--- src/rtl/regfile_scoreboard.sv ---
`timescale 1ns/1ps
`default_nettype none
// ----------------------------------------------------------------------------
// regfile_scoreboard: register busy scoreboard + round-robin 2:1 writeback arbiter  (rev 1.0)
// ----------------------------------------------------------------------------
module regfile_scoreboard #(
  parameter int XLEN = 64,
  parameter int NREG = 32
) (
  input  logic            clk,
  input  logic            reset,
  input  logic            issue_valid,
  input  logic [4:0]      issue_rs1,
  input  logic [4:0]      issue_rs2,
  input  logic [4:0]      issue_rd,
  input  logic            issue_use_rs1,
  input  logic            issue_use_rs2,
  input  logic            issue_wr_rd,
  output logic            issue_ready,
  input  logic            wb_alu_valid,
  input  logic            wb_mem_valid,
  input  logic [4:0]      wb_alu_rd,
  input  logic [4:0]      wb_mem_rd,
  input  logic [XLEN-1:0] wb_alu_data,
  input  logic [XLEN-1:0] wb_mem_data,
  output logic            wb_alu_ready,
  output logic            wb_mem_ready,
  output logic            rf_RegWrite,
  output logic [4:0]      rf_rd,
  output logic [XLEN-1:0] rf_WriteData,
  output logic [NREG-1:0] busy_vec,
  output logic            err_spurious_wb
);

  localparam logic c_GRANT_ALU = 1'b0;
  localparam logic c_GRANT_MEM = 1'b1;

  logic [NREG-1:0] busy_q, busy_d;
  logic            last_grant_q, last_grant_d;
  logic            regwrite_q, regwrite_d;
  logic [4:0]      rd_q, rd_d;
  logic [XLEN-1:0] wdata_q, wdata_d;
  logic            err_q, err_d;

  logic            w_hazard;
  logic            w_issue_fire;
  logic            w_grant_alu;
  logic            w_grant_mem;
  logic [4:0]      w_win_rd;
  logic [XLEN-1:0] w_win_data;

  always_comb begin
    w_hazard = (issue_use_rs1 && busy_q[issue_rs1] && (issue_rs1 != 5'd0)) ||
               (issue_use_rs2 && busy_q[issue_rs2] && (issue_rs2 != 5'd0)) ||
               (issue_wr_rd   && busy_q[issue_rd]  && (issue_rd  != 5'd0));
  end

  assign issue_ready  = ~w_hazard;
  assign w_issue_fire = issue_valid && issue_ready;

  // MEM wins a tie only when ALU had the previous grant.
  assign w_grant_mem = wb_mem_valid && (!wb_alu_valid || (last_grant_q == c_GRANT_ALU));
  assign w_grant_alu = wb_alu_valid && !w_grant_mem;
  assign w_win_rd    = w_grant_mem ? wb_mem_rd   : wb_alu_rd;
  assign w_win_data  = w_grant_mem ? wb_mem_data : wb_alu_data;

  always_comb begin
    busy_d       = busy_q;
    regwrite_d   = 1'b0;
    rd_d         = rd_q;
    wdata_d      = wdata_q;
    last_grant_d = last_grant_q;
    err_d        = err_q;

    // Clear lands with the register-file commit; a same-index issue set overrides it.
    if (regwrite_q) begin
      busy_d[rd_q] = 1'b0;
    end
    if (w_issue_fire && issue_wr_rd && (issue_rd != 5'd0)) begin
      busy_d[issue_rd] = 1'b1;
    end
    busy_d[0] = 1'b0;

    if (w_grant_alu || w_grant_mem) begin
      regwrite_d   = (w_win_rd != 5'd0);
      rd_d         = w_win_rd;
      wdata_d      = w_win_data;
      last_grant_d = w_grant_mem ? c_GRANT_MEM : c_GRANT_ALU;
      if ((w_win_rd != 5'd0) && !busy_q[w_win_rd]) begin
        err_d = 1'b1;
      end
    end
  end

  always_ff @(posedge clk) begin
    if (reset) begin
      busy_q       <= '0;
      last_grant_q <= c_GRANT_ALU;
      regwrite_q   <= 1'b0;
      rd_q         <= 5'd0;
      wdata_q      <= '0;
      err_q        <= 1'b0;
    end else begin
      busy_q       <= busy_d;
      last_grant_q <= last_grant_d;
      regwrite_q   <= regwrite_d;
      rd_q         <= rd_d;
      wdata_q      <= wdata_d;
      err_q        <= err_d;
    end
  end

  assign wb_alu_ready    = w_grant_alu;
  assign wb_mem_ready    = w_grant_mem;
  assign rf_RegWrite     = regwrite_q;
  assign rf_rd           = rd_q;
  assign rf_WriteData    = wdata_q;
  assign busy_vec        = busy_q;
  assign err_spurious_wb = err_q;

endmodule
`default_nettype wire

--- config.mk ---
export PLATFORM = sky130hd
export DESIGN_NAME = regfile_scoreboard
export DESIGN_NICKNAME = d
export VERILOG_FILES = /design/src/rtl/regfile_scoreboard.sv
export SDC_FILE = /design/constraint.sdc
export NUM_CORES = 1
export LEC_CHECK = 0
export ABC_AREA = 1
export BUFFER_PORTS_ARGS = -buffer_cell sky130_fd_sc_hd__buf_4
export CAP_MARGIN = 40
export CORE_MARGIN = 3
export CORE_UTILIZATION = 52
export CTS_CLUSTER_SIZE = 25
export DETAILED_ROUTE_END_ITERATION = 8
export PLACE_DENSITY = 0.87
export SLEW_MARGIN = 20
export SYNTH_ARGS = -nofsm -noshare
export SYNTH_HDL_FRONTEND = slang
export SYNTH_SLANG_ARGS = --single-unit
--- constraint.sdc ---
create_clock -name clk -period 4.5 [get_ports clk]
set_input_delay 0.225 -clock clk [delete_from_list [all_inputs] [get_ports clk]]
set_output_delay 0.225 -clock clk [all_outputs]
set_load 0.01 [all_outputs]
# == Word level (Yosys, flattened, before mapping) ==
# Index checks and enable logic that the tools add are counted.
# op_classes
order_cmp,7
reduce_logical,27
bitwise_logic,6
mux,17
# ops
op,n
32-bit 2-to-1 mux,2
64-bit 2-to-1 mux,1
32-bit AND,1
32-bit NOT,1
32-bit bitwise OR,1
"5-bit by 6-bit < comparator with 1-bit output, second input constant",5
1-bit binary-select mux with 5-bit select,4
5-bit nonzero test,4
1-bit logical AND,14
1-bit demux with 5-bit select,2
"5-bit by 1-bit >= comparator with 1-bit output, second input constant",2
1-bit 2-to-1 mux,7
5-bit 2-to-1 mux,1
1-bit logical OR,4
1-bit logical NOT,3
1-bit NOT,3
2-bit AND reduction,1
2-bit OR reduction,1
# word_totals
elab_cells,64
reg_bits,104
in_bits,161
output_inout_bits,106

# == Logic depth before layout (Yosys ltp) ==
# Gate-level depths: netlist of the first run.
# depth
word_depth,11
mapped_depth,16
ltp_nobuf,14

# == Worst setup path after synthesis of the first run ==
# No wires, ideal clock.
# synth_path
path_kind,input to register
startpoint,in issue_rs2[0]
endpoint,reg busy_q[10] (netlist: busy_vec[10])
setup_slack_ns,2.949
setup_time_ns,0.071
stages,16
required_ns,4.429
t_arrival_ns,1.480
path_buffers,3
path_cell_list,buf_6 -> inv_4 -> buf_6 -> nand2_1 -> nand3_1 -> nand2_1 -> nand2_1 -> nand2_1 -> nor2_1 -> nand2_1 -> nand3_2 -> nand2_2 -> nor2_8 -> buf_12 -> nand3_2 -> a21oi_2
# synth_via
elab_chain_len,11
elab_cells_between_ends,12
classes_between,3 x mux; 1 x bitwise; 8 x reduce/logical
# synth_rtl
element,line,source
from (decl),14,"input logic [4:0] issue_rs2,"
1-bit binary-select mux with 5-bit select,54,(issue_use_rs2 && busy_q[issue_rs2] && (issue_rs2 != 5'd0)) ||
1-bit 2-to-1 mux (implied by the code),54,
1-bit logical AND,54,
1-bit logical AND *,54,
1-bit logical OR *,53,w_hazard = (issue_use_rs1 && busy_q[issue_rs1] && (issue_rs1 != 5'd0)) ||
1-bit logical OR *,54,
1-bit NOT *,58,assign issue_ready = ~w_hazard;
via issue_ready,19,"output logic issue_ready,"
1-bit logical AND *,59,assign w_issue_fire = issue_valid && issue_ready;
1-bit logical AND * (2 in a row),79,if (w_issue_fire && issue_wr_rd && (issue_rd != 5'd0)) begin
32-bit 2-to-1 mux *,79,
to (signal assigned),104,busy_q <= busy_d;
to (decl),38,"logic [NREG-1:0] busy_q, busy_d;"
# The timed path passes the listed nets; every way through them passes the cells marked *. The select of a mux whose other input is x is not followed.
# A chain may end at the register's enable or synchronous reset.

# == Final worst setup path of the first run ==
# layout_path
startpoint,reg busy_q[10] (netlist: busy_vec[10])
endpoint,out issue_ready
# layout_via
elab_chain_len,7
elab_cells_between_ends,15
classes_between,6 x mux; 1 x bitwise; 8 x reduce/logical
# layout_rtl
element,line
"1-bit binary-select mux with 5-bit select, on equally long branches","53, 54"
"1-bit 2-to-1 mux, on equally long branches","53, 54"
"1-bit logical AND, on equally long branches (2 in a row)","53, 54"
1-bit logical OR,53
1-bit logical OR *,54
1-bit NOT *,58
to (decl),19
# Mark *: on every way between the ends. The rest lies on a longest branch, timed or not. The select of a mux whose other input is x is not followed.

==> out/metrics.yaml, run 1 <==
min_from: "wb_alu_data[54]"
timing.setup.tns_ps: 0
worst_ep_required_time_ps: 4280
fin_cells: 1324
insertedDiodeCount: 0
synth.distinct_cells: 29
synth_edf_count: 0
ys_top_cells_by_area: "dfxtp_1 34%, nand2_1 23%, a31oi_1 6.5%"
dr.pass1.iters: 5
syn_area_mm2: 0.00613
synthArstFlopShare: 0
drc: 0
cp-endpoint: "issue_ready"
die_w_um: 115
post_cts_resized: 0
startpoint: "busy_vec[10]$_SDFF_PP0_"
cts.sink_count: 103
grt_max_degree: 71
setup_viol: 0
drt-initial-drc-count: 1022
internal-power_mw: 1.59
grt_pass1_vias: 6721
wirelength_mm: 22.8
antenna_found_initial: 0
critPathCaptureType: "primary output"
postCtsSetupRepairBufs: 0
grt.total_usage: 0.331
dp_slack_ps: 2310
areaGrowthSynthToFinish_pct: 35.8
routed_via_density: 5.58
antenna_left: 0
yosysMostFrequentCell: "nand2_1"
swShare: 0.304
cts_hold_buffers: 0
post-route-min-period_ps: 2480
reg2reg_to: "rf_rd[1]$_SDFFE_PP0N_"
reg2reg_slack_ps: 2320
slew_viol_final: 0
pwr-share-comb: 0.232
clkTransAtPathRegs_ps: 70
power.switching_mw: 0.695
num_vias: 7394
port_buffers: 265
synth_area_leader_cell: "dfxtp_1"
cts_tree: "done"
syn_inst: 948
dpl.cell_count: 1307
maxCapViolCount: 0
clock_path_buffers: 2
place_congestion: 1.03
clock_latency_ps: 340
report.final.hold_viol_count: 0
dp_hpwl_mm: 16.8
yosysTopAreaCellShare: 0.337
fin_nets: 1337
outcome: "completed"
syn-num-nets: 1109
start_util: 0.534
reg2reg_depth: 8
rr_startpoint: "last_grant_q$_SDFFE_PP0N_"
period_share: 0.552
ctsHtreeMaxLevel: 3
fin_util: 0.725
cts-buffers-inserted: 9
ys_seq_area_frac: 0.337
fp.dieArea_mm2: 0.0131
p_seq_frac: 0.437
worst_pin_slew_ps: 792
fin_ws_ps: 2020
max_freq_mhz: 403
holdWs_ps: 137
grt_remaining_overflow: 0
startpoint_type: "register"
ys_warn_count: 0
grt_setup_unrepaired: "false"
avgSynthCellArea_um2: 6.46
ios: 267
finClkSkew_ps: 8.43
num-fill-cells: 978
pwr-share-clk: 0.331
path_class: "reg -> out"
hold_class: "in -> reg"
placementRows: 39
relSlewSlack: 0.466
grt_pass1_wl_mm: 34.5
core_mm2: 0.0115
layout-drive-gt1-share: 0.305
power_density_mw_per_mm2: 275
wl_per_cell_um: 17.3
critPathMaxFanout: 32
cp.arrival_ps: 2260
die_height_um: 115
synthFlopType: "dfxtp_1"
p_leak_nw: 3.78
ys_top_cells_by_count: "377 x nand2_1, 103 x dfxtp_1, 73 x nand3_1"
synth-seq-cells: 103
ir_drop_mv: 0.228
root_buffer: "clkbuf_16"
[critical path, stage by stage (launching register included)]
cell     delay [ps]
dfxtp_1         420
inv_1           130
o21ai_1          70
nand2_1          70
nand2_1          60
nand2_1          50
nand2_1          50
nor2_1          100
nand2_1          60
nand2_1          70
nand2_2          90
nor2_8          500
buf_4           230
[layer usage]
metal	up-vias	share of wire	GRT usage
met2	428	0.47	0.523
met5	-	0	0
met3	73	0.10	0.0872
met1	3343	0.39	0.422
met4	0	0.039	0.146
li1	3550	-	-
[final cells by class]
class / count / area (um^2) / share of cell area
Clock inverter: 5 / 40.0 / 0.00481
Multi-Input combinational cell: 718 / 3460 / 0.416
Sequential cell: 103 / 2060 / 0.248
Clock buffer: 11 / 243 / 0.0292
Inverter: 73 / 277 / 0.0332
Tap cell: 143 / 179 / 0.0215
Timing Repair Buffer: 271 / 2050 / 0.247
[cells in the final DEF (no fill, tap or decap), types with 6 or more instances in the layout]
cell	n
nand3_1	73
a21oi_1	12
buf_4	270
inv_1	66
nor3_1	10
inv_2	6
clkbuf_16	9
nand2_1	377
o21ai_0	39
nand3_2	30
a31oi_1	64
o211ai_1	9
a21oi_2	29
dfxtp_1	103
nor2_1	48
o21ai_1	15
[power groups by stage]
stage               Sequential (mW)  Clock (mW)  Combinational, mW
global route                   1.00       0.801              0.578
detailed placement             1.02           0              0.519
global placement               1.02           0              0.512
CTS                           0.996       0.763              0.522
finish                        0.997       0.757              0.530
floorplan                      1.03           0              0.267
[worst min path at each step]
stage / end / cells after the start
floorplan: rf_WriteData[0]$_SDFFE_PP0N_ / 2
global placement: last_grant_q$_SDFFE_PP0N_ / 2
detailed placement: last_grant_q$_SDFFE_PP0N_ / 2
CTS: rf_WriteData[54]$_SDFFE_PP0N_ / 3
global route: rf_WriteData[54]$_SDFFE_PP0N_ / 3
finish: rf_WriteData[54]$_SDFFE_PP0N_ / 3
[sequential cells by signal, summed over array words and instances (netlist names)]
| register | count |
|---|---|
| err_spurious_wb | 1 |
| rf_rd | 5 |
| rf_RegWrite | 1 |
| busy_vec | 31 |
| rf_WriteData | 64 |
| last_grant_q | 1 |
[cells by family after synthesis]
kind of cell | Yosys count | synth area share
simple gates | 547 | 0.388
compound gates | 170 | 0.174
buf+inv | 127 | 0.100
flops | 103 | 0.337
other cells | 1 | 0.000612
[through the flow]
step / total power [mW] / instance area [um^2]
after global placement: 1.53 / 8010
after floorplan: 1.30 / 6130
after CTS: 2.28 / 8290
after global routing: 2.38 / 8320
final: 2.28 / 8320
after detailed placement: 1.53 / 8010
Power figures use the tool's default switching activity.
==> inputs of run 2 (changes only) <==
- CORE_UTILIZATION: 52 -> 48
- PLACE_DENSITY: 0.87 -> 0.81
- clock period: 4.5 -> 2.4 ns (I/O delays scaled with it)
==> run 2 against run 1 <==
Against the previous run: critical path depth decreased by 7; largest power group unchanged; via count is 0.91% higher; clock skew increased by 4.9 ps; die area increased by 7.9%; non-clock buffer count is 2 higher; wire length increased by 3.0%; power increased by 91%; combinational power up 92%.
==> out/metrics.yaml, run 2 (synthesis results as in run 1) <==
wirelength_mm: 23.5  # +3.0%
report.final.hold_viol_count: 0  # unchanged
ctsHtreeMaxLevel: 3  # unchanged
pwr-share-clk: 0.339  # +0.008
clock_latency_ps: 350  # about the same
dp_hpwl_mm: 17.7  # +5.5%
reg2reg_depth: 14  # +6
swShare: 0.298  # -0.00627
start_util: 0.500  # -0.0346
worst_pin_slew_ps: 587  # -205 ps
min_from: "wb_alu_data[3]"
grt_pass1_vias: 6898  # +2.6%
place_congestion: 1.07  # +4.2%
hold_depth: 3  # unchanged
layout_common_cells: "377 x nand2_1, 269 x buf_4, 103 x dfxtp_1"
post-route-min-period_ps: 2230
layout-drive-gt1-share: 0.305  # +0.000588
dp_slack_ps: 385  # -1930 ps
worstHoldEndpoint: "rf_WriteData[3]$_SDFFE_PP0N_"
die_w_um: 119  # +3.9%
grt_setup_unrepaired: "false"
grt_max_degree: 66  # -7.0%
slew_viol_final: 0  # unchanged
reg2reg_slack_ps: 330  # -1990 ps
cts_hold_buffers: 0  # unchanged
worst_ep_required_time_ps: 2280  # -2000 ps
maxCapViolCount: 0  # unchanged
routed_via_density: 5.53  # -1.0%
port_buffers: 265  # unchanged
dpl.cell_count: 1335  # +2.1%
clkTransAtPathRegs_ps: 80  # about the same
finClkSkew_ps: 13.3  # +4.85 ps
post_cts_resized: 0  # unchanged
postCtsSetupRepairBufs: 0  # unchanged
final_common_cell: "nand2_1"
rr_startpoint: "last_grant_q$_SDFFE_PP0N_"
reg2reg_to: "err_spurious_wb$_SDFFE_PP0P_"
path_class: "reg -> out"
internal-power_mw: 3.07  # +93%
cts.sink_count: 103  # unchanged
root_buffer: "clkbuf_16"
max_freq_mhz: 449
antenna_left: 0  # unchanged
antenna_found_initial: 0  # unchanged
pwr-share-comb: 0.232  # about the same
startpoint_type: "register"
num_vias: 7461  # +0.91%
wl_per_cell_um: 17.4  # +1.0%
drc: 0  # unchanged
p_leak_nw: 3.80  # +0.48%
critPathMaxFanout: 56  # +75%
power_density_mw_per_mm2: 520  # +89%
areaGrowthSynthToFinish_pct: 37.2
die_height_um: 119  # +3.9%
fin_util: 0.686  # -0.0400
ios: 267  # unchanged
post_dp_cell_area_mm2: 0.00811  # +1.3%
relSlewSlack: 0.608  # +0.142
power_mw: 4.37  # +91%
placementRows: 40  # +2.6%
hold_class: "in -> reg"
holdWs_ps: 25.1  # -112 ps
cts-buffers-inserted: 9  # unchanged
fin_ws_ps: 174  # -1840 ps
clock_path_buffers: 2  # unchanged
period_share: 0.927
cp.arrival_ps: 2110  # -150 ps
cts_tree: "done"
fp.dieArea_mm2: 0.0142  # +7.9%
timing.setup.tns_ps: 0  # unchanged
ir_drop_mv: 0.500  # +120%
drt-initial-drc-count: 835  # -18%
dr.pass1.iters: 5  # unchanged
fin_cells: 1350  # +2.0%
insertedDiodeCount: 0  # unchanged
grt_remaining_overflow: 0  # unchanged
power.switching_mw: 1.30  # +87%
setup_viol: 0  # unchanged
grt_pass1_wl_mm: 36.7  # +6.4%
stdcell_area_mm2: 0.00841  # +1.0%
core_mm2: 0.0123  # +6.9%
grt.total_usage: 0.321  # -0.00959
p_seq_frac: 0.428  # -0.009
largest_reg_flops: 64  # unchanged
outcome: "completed"
critPathCaptureType: "primary output"
fin_nets: 1339  # +0.15%
[run 2: power by group through the flow]
stage	clock, mW	sequential (mW)	combinational [mW]
CTS	1.50	1.87	1.01
detailed placement	0	1.90	1.01
global placement	0	1.90	1.00
floorplan	0	1.93	0.501
finish	1.48	1.87	1.02
global route	1.57	1.88	1.11
[run 2: worst max-delay path, stage by stage (launching register included)]
cell and delay [ps]:
dfxtp_1 310, nand2_1 140, nand2_2 210, inv_2 330
buf_4 540, buf_4 230
[run 2: cell type report]
class	count	area, um^2
fill	1105	3860
multi-input combinational	718	3460
timing repair buffer	273	2100
sequential	103	2060
inverter	73	277
clock buffer	10	229
tap	168	210
clock inverter	5	63.8
[run 2: worst max path at each step]
stage / from / end / slack (ps) / cells after the start
floorplan: last_grant_q$_SDFFE_PP0N_ / err_spurious_wb$_SDFFE_PP0P_ / 870 / 10
CTS: last_grant_q$_SDFFE_PP0N_ / wb_mem_ready / 170 / 5
global placement: last_grant_q$_SDFFE_PP0N_ / err_spurious_wb$_SDFFE_PP0P_ / 330 / 14
finish: last_grant_q$_SDFFE_PP0N_ / wb_mem_ready / 170 / 5
detailed placement: last_grant_q$_SDFFE_PP0N_ / err_spurious_wb$_SDFFE_PP0P_ / 380 / 14
global route: last_grant_q$_SDFFE_PP0N_ / wb_mem_ready / 8 / 5
[run 2: layer usage]
metal  global-route usage  wire length [um]  up-vias
met4                0.108               772        0
met1                0.413              9380     3433
met2                0.528             11200      419
met3               0.0783              2200       53
met5                    0                 0        -
li1                     -                 -     3556
==> inputs of run 3 (changes only) <==
- PLACE_DENSITY: 0.81 -> 0.83
==> run 3 against run 2 <==
Against the previous run: count of clock-buffer cells in the layout unchanged; die area unchanged; highest routed layer unchanged; sequential share of layout area is 0.095 points lower; critical path type unchanged; setup slack better by 3.6 ps.
==> out/metrics.yaml, run 3 (synthesis results as in run 1) <==
outcome: "completed"
die_w_um: 119  # unchanged
startpoint_type: "register"
slew_viol_final: 0  # unchanged
maxCapViolCount: 0  # unchanged
postCtsSetupRepairBufs: 0  # unchanged
path_class: "reg -> out"
ios: 267  # unchanged
rr_startpoint: "last_grant_q$_SDFFE_PP0N_"
cpMostUsedCell: "nand2_1"
final_common_cell: "nand2_1"
port_buffers: 265  # unchanged
largest_reg_flops: 64  # unchanged
grt.total_usage: 0.315  # -0.00599
clock_latency_ps: 350  # about the same
setup_viol: 0  # unchanged
fin_nets: 1344  # +0.37%
fp.dieArea_mm2: 0.0142  # unchanged
cp_top_family: "simple AND/OR/NAND/NOR gates"
grt_remaining_overflow: 0  # unchanged
grt_setup_unrepaired: "false"
crit_slowest_cell: "dfxtp_1"
p_leak_nw: 3.82  # +0.56%
root_buffer: "clkbuf_16"
worst_path_largest_cell_delay_ps: 350  # -190 ps
relSlewSlack: 0.602  # -0.00616
critPathCaptureType: "primary output"
layout-drive-gt1-share: 0.310  # +0.00435
timing.setup.tns_ps: 0  # unchanged
place_congestion: 1.06  # -1.5%
layout_common_cells: "377 x nand2_1, 274 x buf_4, 103 x dfxtp_1"
worstPathCellList: "inv_1, nand2_1, nand3_1, nand2_1, nand2_1, nand2_1, nor2_1, nand2_1, nand3_2, nand2_2, nor2_8, buf_12, buf_4"
dp_hpwl_mm: 17.7  # about the same
clkTransAtPathRegs_ps: 80  # about the same
grt_pass1_wl_mm: 35.7  # -2.7%
dr.pass1.iters: 6  # +1
report.final.hold_viol_count: 0  # unchanged
hold_class: "in -> reg"
worst_pin_slew_ps: 597  # +9.24 ps
worst_ep_required_time_ps: 2280  # about the same
cts.sink_count: 103  # unchanged
cts_tree: "done"
clock_path_buffers: 2  # unchanged
placementRows: 40  # unchanged
ir_drop_mv: 0.382  # -24%
antenna_left: 0  # unchanged
min_from: "wb_alu_data[30]"
power_density_mw_per_mm2: 507  # -2.4%
areaGrowthSynthToFinish_pct: 37.7
antenna_found_initial: 1  # +1
multi_input_area_mm2: 0.00346  # unchanged
num_vias: 7432  # -0.39%
drt-initial-drc-count: 831  # -0.48%
grt_max_degree: 69  # +4.5%
cp.arrival_ps: 2100  # about the same
cts_hold_buffers: 0  # unchanged
startpoint: "busy_vec[19]$_SDFF_PP0_"
max_freq_mhz: 450  # +0.16%
routed_via_density: 5.48  # -0.90%
critPathMaxFanout: 32  # -43%
drc: 0  # unchanged
wirelength_mm: 23.3  # -0.87%
fin_util: 0.688  # +0.00265
grt_pass1_vias: 6891  # -0.10%
die_height_um: 119  # unchanged
num-fill-cells: 1108  # +0.27%
core_mm2: 0.0123  # unchanged
cts-buffers-inserted: 9  # unchanged
post_cts_resized: 0  # unchanged
wl_per_cell_um: 17.2  # -1.4%
start_util: 0.500  # unchanged
seqCellArea_mm2: 0.00206  # unchanged
period_share: 0.926  # -0.00149
post-route-min-period_ps: 2220  # -3.57 ps
ctsHtreeMaxLevel: 3  # unchanged
crit_buf_inv: 3  # unchanged
finClkSkew_ps: 12.7  # -0.564 ps
run 3: final cells by class:
type | count | share of cell area
Inverter | 73 | 0.0328
Multi-Input combinational cell | 718 | 0.411
Timing Repair Buffer | 278 | 0.253
Clock inverter | 6 | 0.00549
Tap cell | 168 | 0.0249
Clock buffer | 10 | 0.0283
Antenna cell | 1 | 0.000297
Sequential cell | 103 | 0.244
run 3: path summary, 6_finish.rpt:
check	slack, ps	depth (start not counted)	endpoint
hold reg to reg	470	2	last_grant_q$_SDFFE_PP0N_
setup reg to reg	450	11	err_spurious_wb$_SDFFE_PP0P_
hold / removal	30	3	rf_WriteData[30]$_SDFFE_PP0N_
setup / recovery	180	13	issue_ready
run 3: routing by layer:
metal / vias to the layer above / track usage / share of wire
met2: 448 / 0.507 / 0.47
met4: 0 / 0.140 / 0.040
li1: 3569 / - / -
met1: 3346 / 0.397 / 0.39
met3: 69 / 0.0821 / 0.10
met5: - / 0 / 0
run 3: power breakdown:
| group | switching, mW | leakage, nW | total, mW | internal (mW) |
|---|---|---|---|---|
| Combinational | 0.561 | 2.84 | 1.01 | 0.453 |
| Sequential | 0.0676 | 0.846 | 1.87 | 1.80 |
| Clock | 0.663 | 0.135 | 1.40 | 0.736 |
| Total | 1.29 | 3.82 | 4.28 | 2.99 |
run 3: stage by stage:
step / power (mW) / area [um^2] / setup slack (ps) / hold WS (ps) / cells
4_1_cts: 4.29 / 8440 / 227 / 17.3 / 1356
3_3_place_gp: 2.90 / 8150 / 495 / 376 / 1340
6_report: 4.28 / 8440 / 178 / 30.6 / 1357
2_1_floorplan: 2.44 / 6130 / 866 / 279 / 948
5_1_grt: 4.46 / 8440 / 57.2 / 37.7 / 1357
3_5_place_dp: 2.91 / 8150 / 473 / 387 / 1340
run 3: tightest hold or removal path: stages:
cell	delay, ps
buf_4	80
nand2_1	40
a31oi_1	110
